**config.mk**
```make
export PLATFORM = sky130hd
export DESIGN_NAME = serial_multiplier
export DESIGN_NICKNAME = d
export VERILOG_FILES = /design/src/rtl/serial_multiplier_pkg.sv /design/src/rtl/serial_multiplier_control.sv /design/src/rtl/serial_multiplier.sv
export SDC_FILE = /design/constraint.sdc
export NUM_CORES = 1
export LEC_CHECK = 0
export ABC_AREA = 1
export ABC_CLOCK_PERIOD_IN_PS = 1850
export CAP_MARGIN = 20
export CORE_AREA = 2 2 76 78
export CTS_CLUSTER_SIZE = 20
export DETAILED_ROUTE_END_ITERATION = 12
export DIE_AREA = 0 0 78 80
export GPL_TIMING_DRIVEN = 0
export PLACE_DENSITY = 0.88
export SYNTH_ARGS = -nofsm -noshare
export SYNTH_HDL_FRONTEND = slang
export SYNTH_HIERARCHICAL = 1
export SYNTH_SLANG_ARGS = --single-unit
```
**constraint.sdc**
```tcl
create_clock -name i_clock -period 1.85 [get_ports i_clock]
set_input_delay 0.4625 -clock i_clock [delete_from_list [all_inputs] [get_ports i_clock]]
set_output_delay 0.4625 -clock i_clock [all_outputs]
set_load 0.01 [all_outputs]
```
**src/rtl/serial_multiplier_pkg.sv**
```systemverilog
// Shared state encoding and width helper for the serial multiplier.
// Build option SERIAL_MULTIPLIER_EARLY_TERMINATE_EN is consumed by serial_multiplier_control.
package serial_multiplier_pkg;

    localparam logic [1:0] STATE_IDLE = 2'd0;
    localparam logic [1:0] STATE_BUSY = 2'd1;
    localparam logic [1:0] STATE_DONE = 2'd2;

    typedef enum logic [1:0] {
        ST_IDLE    = STATE_IDLE,
        ST_BUSY    = STATE_BUSY,
        ST_DONE    = STATE_DONE,
        ST_ILLEGAL = 2'd3
    } state_t;

    function automatic int clog2(input int value);
        int r;
        r = 0;
        while ((1 << r) < value) begin
            r = r + 1;
        end
        return r;
    endfunction

endpackage

```
**src/rtl/serial_multiplier_control.sv**
```systemverilog
// Sequencer for the serial multiplier: IDLE -> BUSY (one bit per cycle) -> DONE -> IDLE.
// SERIAL_MULTIPLIER_EARLY_TERMINATE_EN lets BUSY exit once the remaining multiplier bits are zero.
module serial_multiplier_control
    import serial_multiplier_pkg::*;
#(
    parameter int N = 8
) (
    input  logic i_clock,
    input  logic i_reset,
    input  logic i_valid,
    input  logic i_ready,
    input  logic b_zero,
    output logic load,
    output logic step,
    output logic o_ready,
    output logic o_valid,
    output logic o_busy
);

    localparam int CW = clog2(N + 1);
    localparam logic [CW-1:0] LAST = CW'(N - 1);

    state_t        state;
    state_t        state_next;
    logic [CW-1:0] count;
    logic          finish;

`ifdef SERIAL_MULTIPLIER_EARLY_TERMINATE_EN
    assign finish = (count == LAST) || b_zero;
`else
    logic unused_b_zero;
    assign unused_b_zero = b_zero;
    assign finish        = (count == LAST);
`endif

    always_ff @(posedge i_clock) begin
        if (i_reset) begin
            state <= ST_IDLE;
            count <= '0;
        end else begin
            state <= state_next;
            if (load) begin
                count <= '0;
            end else if (step) begin
                count <= count + CW'(1);
            end
        end
    end

    always_comb begin
        state_next = state;
        load       = 1'b0;
        step       = 1'b0;
        o_ready    = 1'b0;
        o_valid    = 1'b0;
        o_busy     = 1'b0;
        case (state)
            ST_IDLE: begin
                o_ready = 1'b1;
                if (i_valid) begin
                    load       = 1'b1;
                    state_next = ST_BUSY;
                end
            end
            ST_BUSY: begin
                o_busy = 1'b1;
                step   = 1'b1;
                if (finish) begin
                    state_next = ST_DONE;
                end
            end
            ST_DONE: begin
                o_valid = 1'b1;
                o_busy  = 1'b1;
                if (i_ready) begin
                    state_next = ST_IDLE;
                end
            end
            default: state_next = ST_IDLE;
        endcase
    end

endmodule

```
**src/rtl/serial_multiplier.sv**
```systemverilog
// Shift-and-add unsigned multiplier, one multiplier bit per cycle, valid/ready on both sides.
// Latency N+1 cycles to o_valid (fewer with SERIAL_MULTIPLIER_EARLY_TERMINATE_EN); result held until taken.
module serial_multiplier
    import serial_multiplier_pkg::*;
#(
    parameter int N = 8
) (
    input  logic           i_clock,
    input  logic           i_reset,
    input  logic           i_valid,
    output logic           o_ready,
    input  logic [N-1:0]   i_multiplicand,
    input  logic [N-1:0]   i_multiplier,
    output logic           o_valid,
    input  logic           i_ready,
    output logic [2*N-1:0] o_product,
    output logic           o_busy
);

    logic [2*N-1:0] a_reg;
    logic [N-1:0]   b_reg;
    logic [2*N-1:0] p_reg;
    logic           load;
    logic           step;
    logic           b_zero;

    // Multiplier is exhausted once the bits left after this cycle's shift are all zero.
    assign b_zero    = ~|b_reg[N-1:1];
    assign o_product = p_reg;

    serial_multiplier_control #(.N(N)) u_control (
        .i_clock (i_clock),
        .i_reset (i_reset),
        .i_valid (i_valid),
        .i_ready (i_ready),
        .b_zero  (b_zero),
        .load    (load),
        .step    (step),
        .o_ready (o_ready),
        .o_valid (o_valid),
        .o_busy  (o_busy)
    );

    always_ff @(posedge i_clock) begin
        if (i_reset) begin
            a_reg <= '0;
            b_reg <= '0;
            p_reg <= '0;
        end else if (load) begin
            a_reg <= {{N{1'b0}}, i_multiplicand};
            b_reg <= i_multiplier;
            p_reg <= '0;
        end else if (step) begin
            if (b_reg[0]) begin
                p_reg <= p_reg + a_reg;
            end
            a_reg <= a_reg << 1;
            b_reg <= b_reg >> 1;
        end
    end

endmodule
```
==> out/summary.md, run 1 <==
* result of the run: finished, final reports clean
* total vias in the final route: 2879
* placement-stage worst setup slack: -0.109 ns
* final-report setup violation count: 0
* detailed-route wire length per cell: 11.4 um
* FILL cells: 503
* fraction of power consumed by sequential logic: 0.401
* root cell of the clock tree: clkbuf_8
* internal power: 1.90 mW
* antenna violations before repair: 0
* Synth Instances: 446
* reported max-cap violation count: 0
* Worst setup SP type: flop
* setup TNS: 0 ns
* post-route clock period utilization: 0.978
* required time worst endpoint: 1.39 ns
* Boundary Pins: 39
* number of nets in the finished design: 532
* Initial Util: 0.539
* Final Routed Wirelength: 6410 um
* fraction of layout instances using a drive strength above 1: 0.114
* critical path's slowest cell: clkdlybuf4s50_1
* count of buffers inserted at the top-level ports: 38
* Mean Syn Cell Area: 6.53 um^2
* final number of hold-violating endpoints: 0
* total global routing track utilization: 0.220
* 1st-iter DRT viols: 161
* H-tree depth: 2
* measured slew at the worst slew-check pin: 0.405 ns
* number of warnings reported in the yosys synthesis log: 6
* Setup Skew: 0.00850 ns
* number of placement rows: 27
* number of pins with negative max-slew slack in the final report: 0
* achievable clock frequency: 0.553 GHz
* final critical-path required period: 1.81 ns
* Post-Route Hold Slack: 0.469 ns
* TritonCTS clock tree: built
* clock buffers created by TritonCTS: 5
* sequence of cells on the critical path: clkdlybuf4s50_1
* cell area after synthesis: 0.00291 mm^2
* critical path type: flop to primary output
* power share of the clock group: 0.196
* number of global-route vias before repair: 2708
* Final GP Congestion: 0.897
* Detailed Routing Iterations Pass 1: 4
* family of cells with the greatest summed delay on the critical path: buffers and inverters
* Switch Pwr: 1.23 mW
* power density over the cells: 895 mW/mm^2
* total die area: 0.00624 mm^2
* diodes inserted: 0
* # clock sinks: 46
* Die Y-Extent: 80 um
* largest net degree at the start of global routing: 15
* later-pin clock latency in the skew report: 0.30 ns
* type of the tightest min-delay check: flop to flop
* element type at the critical path end: primary output
* wire length of the first global-routing pass: 11100 um
* worst-case setup margin in the final layout: 0.0412 ns
* largest fanout on the critical path: 4
* width of the die: 78 um
* switching part of the total power: 0.393
* Logic pwr share: 0.403
* Max IR drop VDD: 693 uV
* sum of net half-perimeters after detailed placement: 4870 um
* setup repair after global routing missed its margin: yes
* register-to-register setup slack: 0.14 ns
* maximum root-to-sink buffer count: 2
* final antenna-violating net count: 0
* LEAKAGE: 1.78 nW
* total DRC errors in the routed layout: 0
* Area growth syn-to-layout: 20.1%
* headroom to the max-slew limit: 0.730
* Placeable Area: 0.00541 mm^2
* maximum single-stage delay on the critical path: 0.59 ns
* # Post-CTS Setup Buffers: 0
* number of vias per cell: 5.10
* Worst Path Buf+Inv: 1
* Post-Syn Nets: 487
* arrival time reported for the critical path endpoint: 1.35 ns
* CTS clock-pin slew for the worst setup and hold paths: 0.08 ns
* total congestion overflow after global routing: 0
==> final timing paths <==
kind | start | to | cells after the start
worst min-delay path | b_reg[7]$_SDFFE_PP0P_ | b_reg[7]$_SDFFE_PP0P_ | 2
worst min register to register | b_reg[7]$_SDFFE_PP0P_ | b_reg[7]$_SDFFE_PP0P_ | 2
worst max register to register | u_control/state[1]$_SDFFE_PP0P_ | o_product[6]$_SDFFE_PP0P_ | 9
worst max-delay path | o_product[1]$_SDFFE_PP0P_ | o_product[1] | 1
==> cell type report <==
class	instances	area, um^2	area share
Sequential cell	46	923	0.264
Clock inverter	2	13.8	0.00393
Multi-Input combinational cell	300	1620	0.463
Clock buffer	6	72.6	0.0207
Buffer	10	62.6	0.0179
Tap cell	72	90.1	0.0257
Inverter	90	340	0.0972
Timing Repair Buffer	38	377	0.108
==> cell usage in the layout (no fill, tap or decap), types with 3 or more instances in the layout <==
master and instances:
dfxtp_1 44, nor3_2 3, clkbuf_8 5, inv_1 82, o211ai_1 3, o21ai_0 17, ha_1 17, nand3_2 3
buf_4 5, dlygate4sd2_1 3, clkbuf_1 3, nand2_1 139, xor2_1 3, a31oi_1 6, nand2_2 12, nand3_1 32
a21oi_1 23, inv_2 7, nor2_1 16, clkdlybuf4s50_1 35, xnor2_1 3, ha_2 3, a22oi_1 5, nor2_2 3
==> repair_timing <==
action | CTS | global route
hold endpoints to repair | 0 | 0
hold buffers | 0 | 0
resized for setup | 7 | 9
pin swaps | 0 | 0
setup endpoints to repair | 4 | 15
gates cloned | 0 | 0
==> power groups by stage <==
stage / registers [mW] / logic [mW] / clock network [mW]
after floorplan: 1.25 / 0.908 / 0
after global placement: 1.26 / 1.22 / 0
after detailed placement: 1.27 / 1.26 / 0
after CTS: 1.25 / 1.24 / 0.634
after global routing: 1.28 / 1.43 / 0.670
final: 1.26 / 1.26 / 0.614
==> routing by layer <==
layer / wire length (um) / share of wire / GRT usage
met2: 3220 / 0.50 / 0.411
met5: 0 / 0 / 0
met1: 2700 / 0.42 / 0.248
met4: 167 / 0.026 / 0.0860
met3: 314 / 0.049 / 0.0385
==> per-stage QoR <==
step | cells | power [mW] | utilization | area [um^2]
2_1_floorplan | 446 | 2.15 | - | 2910
3_3_place_gp | 556 | 2.48 | 0.626 | 3380
3_5_place_dp | 556 | 2.53 | 0.626 | 3380
4_1_cts | 564 | 3.13 | 0.643 | 3470
5_1_grt | 564 | 3.37 | 0.647 | 3500
6_report | 564 | 3.13 | 0.647 | 3500
Note: power is estimated with default switching activity, not from simulation.
==> run 2: changes to the inputs <==
--- a/config.mk
+++ b/config.mk
@@ -6,7 +6,6 @@
 export NUM_CORES = 1
 export LEC_CHECK = 0
 export ABC_AREA = 1
-export ABC_CLOCK_PERIOD_IN_PS = 1850
 export CAP_MARGIN = 20
 export CORE_AREA = 2 2 76 78
 export CTS_CLUSTER_SIZE = 20
==> results of run 2 <==
Same layout as run 1: the final DEF is identical, and so are final timing and power.
